File: config.mk
export PLATFORM = sky130hd
export DESIGN_NAME = tff_toggle_debounce_flat
export DESIGN_NICKNAME = d
export VERILOG_FILES = /design/src/rtl/tff_toggle_debounce_if.sv /design/src/rtl/tff_toggle_debounce.sv /design/src/flat_wrapper.sv
export SDC_FILE = /design/constraint.sdc
export NUM_CORES = 1
export LEC_CHECK = 0
export CAP_MARGIN = 0
export CORE_ASPECT_RATIO = 0.6
export CORE_MARGIN = 2
export CORE_UTILIZATION = 25
export DETAILED_ROUTE_END_ITERATION = 10
export HOLD_SLACK_MARGIN = 0.08
export MAX_ROUTING_LAYER = met4
export SYNTH_ARGS = -nofsm -noshare
export SYNTH_HDL_FRONTEND = slang
export SYNTH_SLANG_ARGS = --single-unit
File: constraint.sdc
create_clock -name clk -period 1.4 [get_ports clk]
set_input_delay 0.28 -clock clk [delete_from_list [all_inputs] [get_ports clk]]
set_output_delay 0.28 -clock clk [all_outputs]
set_load 0.1 [all_outputs]
File: src/rtl/tff_toggle_debounce_if.sv
// Interface for tff_toggle_debounce.
// Carries the raw button input and the debounced outputs.
//   btn_in    : raw, asynchronous, bouncing push-button level
//   T         : single-cycle toggle pulse per accepted press
//   btn_level : debounced button level
//   press_cnt : wrapping count of accepted presses
// The master modport is the side that drives the button and observes results.
// The slave modport is the debouncer itself.
interface tff_toggle_debounce_if #(
    parameter int CNT_W = 8
);
    logic             btn_in;
    logic             T;
    logic             btn_level;
    logic [CNT_W-1:0] press_cnt;

    modport master (output btn_in, input  T, btn_level, press_cnt);
    modport slave  (input  btn_in, output T, btn_level, press_cnt);
endinterface

File: src/rtl/tff_toggle_debounce.sv
// tff_toggle_debounce
// This block turns a raw, bouncing push-button into clean toggle pulses for a downstream toggle flip-flop.
// The button is first passed through a 2-flop synchronizer.
// A 4-state FSM then debounces it and emits one registered, single-cycle T pulse per accepted press.
// Releases and bounces never produce a pulse.
// Ports:
//   clk   : system clock, rising edge
//   reset : asynchronous, active-high
//   bus   : slave side of tff_toggle_debounce_if (btn_in in; T, btn_level, press_cnt out)
module tff_toggle_debounce #(
    parameter int DEBOUNCE_CYCLES = 4,
    parameter int CNT_W           = 8
) (
    input  logic                  clk,
    input  logic                  reset,
    tff_toggle_debounce_if.slave  bus
);
    localparam int            DW    = $clog2(DEBOUNCE_CYCLES) + 1;
    localparam logic [DW-1:0] DLAST = DW'(DEBOUNCE_CYCLES - 1);

    typedef enum logic [1:0] {IDLE, ARM, PRESSED, DISARM} state_t;

    state_t           state, state_nx;
    logic [DW-1:0]    dcnt, dcnt_nx;
    logic             sync1, sync2;
    logic             t_q, t_nx;
    logic             lvl_q, lvl_nx;
    logic [CNT_W-1:0] cnt_q, cnt_nx;

    always_ff @(posedge clk or posedge reset) begin
        if (reset) begin
            sync1 <= 1'b0;
            sync2 <= 1'b0;
            state <= IDLE;
            dcnt  <= '0;
            t_q   <= 1'b0;
            lvl_q <= 1'b0;
            cnt_q <= '0;
        end else begin
            sync1 <= bus.btn_in;
            sync2 <= sync1;
            state <= state_nx;
            dcnt  <= dcnt_nx;
            t_q   <= t_nx;
            lvl_q <= lvl_nx;
            cnt_q <= cnt_nx;
        end
    end

    // The debounce counter restarts from 0 on every state change.
    // Because of this, a level is accepted only after DEBOUNCE_CYCLES stable samples beyond the one that left the previous state.
    always_comb begin
        state_nx = state;
        dcnt_nx  = dcnt;
        t_nx     = 1'b0;
        lvl_nx   = lvl_q;
        cnt_nx   = cnt_q;
        case (state)
            IDLE: begin
                if (sync2) begin
                    state_nx = ARM;
                    dcnt_nx  = '0;
                end
            end
            ARM: begin
                if (!sync2) begin
                    state_nx = IDLE;
                    dcnt_nx  = '0;
                end else if (dcnt == DLAST) begin
                    state_nx = PRESSED;
                    dcnt_nx  = '0;
                    t_nx     = 1'b1;
                    lvl_nx   = 1'b1;
                    cnt_nx   = cnt_q + CNT_W'(1);
                end else begin
                    dcnt_nx  = dcnt + DW'(1);
                end
            end
            PRESSED: begin
                if (!sync2) begin
                    state_nx = DISARM;
                    dcnt_nx  = '0;
                end
            end
            DISARM: begin
                // A return to high here is release bounce, so the FSM goes back to PRESSED without a pulse.
                if (sync2) begin
                    state_nx = PRESSED;
                    dcnt_nx  = '0;
                end else if (dcnt == DLAST) begin
                    state_nx = IDLE;
                    dcnt_nx  = '0;
                    lvl_nx   = 1'b0;
                end else begin
                    dcnt_nx  = dcnt + DW'(1);
                end
            end
            default: begin
                state_nx = IDLE;
                dcnt_nx  = '0;
            end
        endcase
    end

    assign bus.T         = t_q;
    assign bus.btn_level = lvl_q;
    assign bus.press_cnt = cnt_q;
endmodule
File: src/flat_wrapper.sv
// flat-port wrapper written by rule: the top's interface ports become plain ports
module tff_toggle_debounce_flat 
#(
    parameter int DEBOUNCE_CYCLES = 4,
    parameter int CNT_W           = 8
)
  (clk, reset, bus_btn_in, bus_T, bus_btn_level, bus_press_cnt);
  tff_toggle_debounce_if #(.CNT_W(CNT_W)) bus_i ();
  input  logic clk;
  input  logic reset;
  input wire logic [$bits(bus_i.btn_in)-1:0] bus_btn_in;
  output wire logic [$bits(bus_i.T)-1:0] bus_T;
  output wire logic [$bits(bus_i.btn_level)-1:0] bus_btn_level;
  output wire logic [$bits(bus_i.press_cnt)-1:0] bus_press_cnt;
  assign bus_i.btn_in = bus_btn_in;
  assign bus_T = bus_i.T;
  assign bus_btn_level = bus_i.btn_level;
  assign bus_press_cnt = bus_i.press_cnt;
  tff_toggle_debounce #(.DEBOUNCE_CYCLES(DEBOUNCE_CYCLES), .CNT_W(CNT_W)) u_core (.clk(clk), .reset(reset), .bus(bus_i));
endmodule
==> flow_summary.yaml, run 1 <==
status:
  outcome: "completed"
hold_path:
  hp-class: "in -> async"
synthesis:
  postSynthCellCount: 62
  synth_edf_count: 0
  synth_cell_type_count: 24
  synth_top_area_share_pct: 57.9
  ys_seq_area_share_pct: 57.9
  synth_flop_cell: "dfrtp_1"
  ys_async_sr_fraction_pct: 100
  ys_warn_count: 0
  avgSynthCellArea_sq_um: 11.8
  syn_nets: 67
  netlist_area_sq_um: 734
  ys_top_cells_by_count: "17 x dfrtp_1, 7 x nand2_1, 7 x xor2_1"
  synthTopCellsByArea: "dfrtp_1 58%, xor2_1 8.3%, nand2_1 3.6%"
  ys_ff_latch: 17
  yosysTopAreaCell: "dfrtp_1"
  synth_most_common_cell: "dfrtp_1"
worst_setup_path:
  worstSetupEndpointType: "flop"
  cp.required_ns: 1.54
  cp_cell_sequence: "nand2b_2, nor2_4, mux2_2"
  critPathArrivalTime_ns: 1.48
  crit_slowest_cell: "dfrtp_1"
  critPathKind: "reg -> reg"
  cpLargestDelayFamily: "simple AND/OR/NAND/NOR gates"
  crit_fanout: 7
  start_kind: "flop"
  critPathMaxStageDelay_ns: 0.41
  crit_buf_inv: 0
place:
  place_area_sq_mm: 0.00104
  dp.final_hpwl_microns: 935
  port_buffers: 12
  dp.cells: 118
  place.gp.congestion: 0.825
power:
  peakVddDrop_v: 0.000403
  sw_frac_of_total_pct: 36.3
  power_frac_seq_pct: 44.9
  switching_power_uw: 549
  comb_power_share_pct: 30.9
  power_density_mw_per_mm2: 1280
  p_clk_share_pct: 24.3
  power_leakage_uw: 0.000546
  internal_power_uw: 964
route:
  vias: 525
  routed_wl_microns: 1400
  drt_iter0_drc: 22
  drtAntennaViolNets: 0
  firstDrtPassIters: 4
  post_drt_wl_per_cell_microns: 11.3
  drt-vias-per-instance: 4.23
  drc: 0
timing:
  fin_tns_setup_ns: 0
  final.setup_skew_ns: 0.00179
  finalHoldViolCount: 0
  tightest_slew_ns: 0.453
  post-route-period-util_pct: 95.4
  slew_headroom_pct: 69.6
  min_period_ns: 1.34
  fmax_mhz: 748
  slew_viol_final: 0
  setup_viol: 0
finish:
  drive_above_1_share_pct: 43.9
  antenna_cells: 0
  postLayoutCellArea_sq_mm: 0.00118
  stdcell_count: 124
  final_core_util_pct: 41.6
  fillers: 253
  nets: 88
  syn_to_final_growth_pct: 60.5
grt:
  grt_pass1_wl_microns: 2180
  grt_start_max_net_pins: 18
  grt_use_total_pct: 9.48
  overflow: 0
  grt_pass1_vias: 461
  antenna_found_initial: 0
floorplan:
  io_pins: 13
  dieArea_sq_mm: 0.00340
  fp.dieH_microns: 46.0
  chipWidth_microns: 74.0
  core_sq_mm: 0.00283
  initial_core_util_pct: 25.9
  row_count: 15
flow_run:
  maxCapViolations: 0
clock_tree:
  numCtsBuffers: 3
  cts_tree: "yes"
  h-tree-depth: 1
  cts_sinks: 17
  cts.clk_slew.worst_paths_ns: 0.07
  cts_buffer_depth: 2
  cts_root_buf: "clkbuf_8"
  clkLatencyLatePin_ns: 0.25
## worst min-delay path: stages
cell and delay (ns):
clkdlybuf4s50_1 0.39, inv_1 0.05, buf_4 0.23
## registers in the layout, summed over array words and instances, names as in the netlist, named ones only
name                  cells
u_core.state              1
u_core.sync2              1
u_core.bus.T              1
u_core.sync1              1
u_core.dcnt               3
u_core.bus.btn_level      1
u_core.bus.press_cnt      8
## worst paths after layout
check                                               end  slack, ns  cells after the start
worst max-delay path            u_core.bus.press_cnt[1]       0.06                      3
worst min-delay path                     u_core.dcnt[1]       0.33                      3
worst max register to register  u_core.bus.press_cnt[1]       0.06                      3
worst min register to register             u_core.sync2       0.36                      0
max in group asynchronous       u_core.bus.press_cnt[1]       0.86                      3
min in group clk                           u_core.sync2       0.36                      0
## cell families after synthesis
| group | share of synthesized area (%) |
|---|---|
| flip-flops | 57.9 |
| adder cells (fa/ha/maj) | 3.41 |
| multiplexers | 1.53 |
| XOR/XNOR | 9.54 |
| buffers and inverters | 1.02 |
| AND/OR/NAND/NOR | 21.6 |
| AO/OA/AOI/OAI | 4.94 |
## stage by stage
step	total power (uW)	worst slack, ns	hold WS (ns)
after floorplan	945	0.0251	0.206
after global placement	1080	0.0425	0.335
after detailed placement	1090	0.00173	0.337
after CTS	1460	0.0160	0.336
after global routing	1610	-0.00648	0.354
final	1510	0.0639	0.329
## power groups by stage
| stage | logic, uW | registers (uW) | clock network (uW) |
|---|---|---|---|
| finish | 467 | 679 | 367 |
| global route | 514 | 695 | 404 |
| CTS | 418 | 664 | 377 |
| detailed placement | 416 | 671 | 0 |
| global placement | 407 | 669 | 0 |
| floorplan | 169 | 776 | 0 |
## area by class of cell
type | count | area (sq um) | share of cell area (%)
clock buffers | 3 | 41.3 | 3.50
clock inverters | 1 | 5.00 | 0.425
inverters | 2 | 7.51 | 0.637
multi-input cells | 44 | 383 | 32.5
flip-flops and latches | 17 | 447 | 37.9
well taps | 42 | 52.6 | 4.46
repair buffers | 15 | 243 | 20.6
## per-layer routing
| layer | track usage [%] | up-vias | routed length, microns |
|---|---|---|---|
| li1 | - | 258 | - |
| met1 | 11.7 | 249 | 677 |
| met2 | 12.7 | 16 | 628 |
| met3 | 4.87 | 2 | 76 |
| met4 | 4.73 | 0 | 22 |
| met5 | - | - | 0 |
## timing repair
action                                  4_1_cts  5_1_grt
gates cloned                                  0        1
pin swaps                                     0        2
gates resized for setup                       1       10
endpoints found under the setup margin        1        6
setup buffers                                 0        1
hold buffers                                  0        0
## placed cells by master, fill, tap and decap left out, drive strengths merged, types with 3 or more instances in the layout
| master | netlist | layout |
|---|---|---|
| nand3 | 3 | 3 |
| buf | 0 | 13 |
| xor2 | 7 | 7 |
| nor3 | 3 | 3 |
| dfrtp | 17 | 17 |
| nor4 | 3 | 3 |
| nand2 | 7 | 7 |
| clkbuf | 0 | 3 |
Note: power is estimated with default switching activity, not from simulation.
==> inputs of run 2 (changes only) <==
--- a/config.mk
+++ b/config.mk
@@ -12,6 +12,7 @@
 export DETAILED_ROUTE_END_ITERATION = 10
 export HOLD_SLACK_MARGIN = 0.08
 export MAX_ROUTING_LAYER = met4
+export PLACE_DENSITY = 0.56
 export SYNTH_ARGS = -nofsm -noshare
 export SYNTH_HDL_FRONTEND = slang
 export SYNTH_SLANG_ARGS = --single-unit
==> run 2 against run 1 <==
  * Largest power group unchanged
  * Die area is the same
  * Design area fell by 2.5%
  * Clock skew hardly changed
==> flow_summary.yaml, run 2 (synthesis results as in run 1) <==
status:
  outcome: "completed"
worst_setup_path:
  cp_cell_sequence: "ha_4, nand3b_4, nor2_4, mux2_2"
  cpLargestDelayFamily: "flip-flops"
  cp.required_ns: 1.54
  critPathMaxStageDelay_ns: 0.41
  crit_fanout: 5
  crit_slowest_cell: "dfrtp_1"
  ff2ff_setup_slack_ns: 0.06
  r2r_start: "u_core.dcnt[0]"
  crit_buf_inv: 0
  critPathArrivalTime_ns: 1.49
  critPathKind: "reg -> reg"
  timing.rr.end: "u_core.bus.press_cnt[1]"
  worstSetupEndpointType: "flop"
  start_kind: "flop"
  rr_worst_depth: 4
place:
  port_buffers: 12
  dp.final_hpwl_microns: 1050
  dp.cells: 118
  place.gp.congestion: 0.850
clock_tree:
  cts_buffer_depth: 2
  cts_tree: "yes"
  cts_sinks: 17
  numCtsBuffers: 3
  cts.clk_slew.worst_paths_ns: 0.07
  cts_setup_buffers: 0
  h-tree-depth: 1
  clkLatencyLatePin_ns: 0.25
  cts_root_buf: "clkbuf_8"
timing:
  fin_tns_setup_ns: 0
  setup_viol: 0
  fmax_mhz: 744
  final.setup_skew_ns: 0.00152
  tightest_slew_ns: 0.468
  slew_viol_final: 0
  slew_headroom_pct: 68.6
  post-route-period-util_pct: 96.0
  min_period_ns: 1.34
  finalHoldViolCount: 0
  rsz0062_at_grt: "yes"
power:
  finalPower_uw: 1510
  power_leakage_uw: 0.000520
  peakVddDrop_v: 0.000808
  power_density_mw_per_mm2: 1310
floorplan:
  core_sq_mm: 0.00283
  row_count: 15
  io_pins: 13
  initial_core_util_pct: 25.9
  dieArea_sq_mm: 0.00340
  fp.dieH_microns: 46.0
  chipWidth_microns: 74.0
route:
  drt_iter0_drc: 21
  drt-vias-per-instance: 4.29
  drtAntennaViolNets: 0
  routed_wl_microns: 1500
  firstDrtPassIters: 4
  vias: 528
  post_drt_wl_per_cell_microns: 12.2
  drc: 0
finish:
  final_core_util_pct: 40.5
  largest_register_ff_count: 8
  antenna_cells: 0
  syn_to_final_growth_pct: 56.4
  drive_above_1_share_pct: 42.0
  nets: 87
  final_cell_mix: "10 x dfrtp_1, 10 x buf_12, 7 x nand2_1, 7 x xor2_1, 5 x dfrtp_4"
  stdcell_count: 123
grt:
  antenna_found_initial: 0
  grt_pass1_wl_microns: 2370
  grt_pass1_vias: 495
  grt_start_max_net_pins: 18
  overflow: 0
  grt_use_total_pct: 10.1
hold_path:
  hp-class: "in -> async"
flow_run:
  maxCapViolations: 0
run 2: changes by cell type in the layout (fill, tap and decap cells not counted), sizes merged:
cell  before  now
buf       13   12
run 2: through the flow:
stage	hold slack [ns]	cell area (sq um)	worst slack [ns]
after floorplan	0.206	756	0.0251
after global placement	0.336	1040	0.0389
after detailed placement	0.346	1040	-0.0359
after CTS	0.340	1100	0.0171
after global routing	0.364	1150	-0.0231
final	0.328	1150	0.0555
run 2: final cells by class:
| cell class | instances | area, sq um |
|---|---|---|
| multi-input cells | 44 | 360 |
| repair buffers | 14 | 235 |
| well taps | 42 | 52.6 |
| clock buffers | 3 | 41.3 |
| fillers | 252 | 1690 |
| flip-flops and latches | 17 | 447 |
| clock inverters | 1 | 5.00 |
| inverters | 2 | 7.51 |
run 2: power by group:
group	switching (uW)	internal, uW
registers	116	569
clock network	171	198
logic	266	188
total	554	955
run 2: per-layer routing:
layer,vias to the layer above,track usage [%],share of wire (%)
li1,256,-,-
met1,257,13.9,49
met2,15,12.9,45
met3,0,5.31,5.9
met4,0,2.18,0
met5,-,-,0
run 2: worst min-delay path: cells and delay by family:
| kind | cells | cell delay (ns) |
|---|---|---|
| buffers and inverters | 3 | 0.67 |
run 2: worst max path at each step:
stage / from / endpoint / slack (ns) / cells past startpoint
after global routing: u_core.dcnt[0] / u_core.bus.press_cnt[4] / -0.02 / 4
after CTS: u_core.dcnt[0] / u_core.bus.press_cnt[6] / 0.02 / 4
after floorplan: u_core.bus.press_cnt[0] / u_core.bus.press_cnt[6] / 0.03 / 4
after global placement: u_core.dcnt[0] / u_core.bus.press_cnt[7] / 0.04 / 4
after detailed placement: u_core.dcnt[0] / u_core.bus.press_cnt[1] / -0.04 / 4
final: u_core.dcnt[0] / u_core.bus.press_cnt[1] / 0.06 / 4
run 2: timing repair:
action | CTS | global route
endpoints found under the setup margin | 4 | 5
hold buffers | 0 | 0
pin swaps | 0 | 2
gates resized for setup | 3 | 5
cloned | 0 | 1
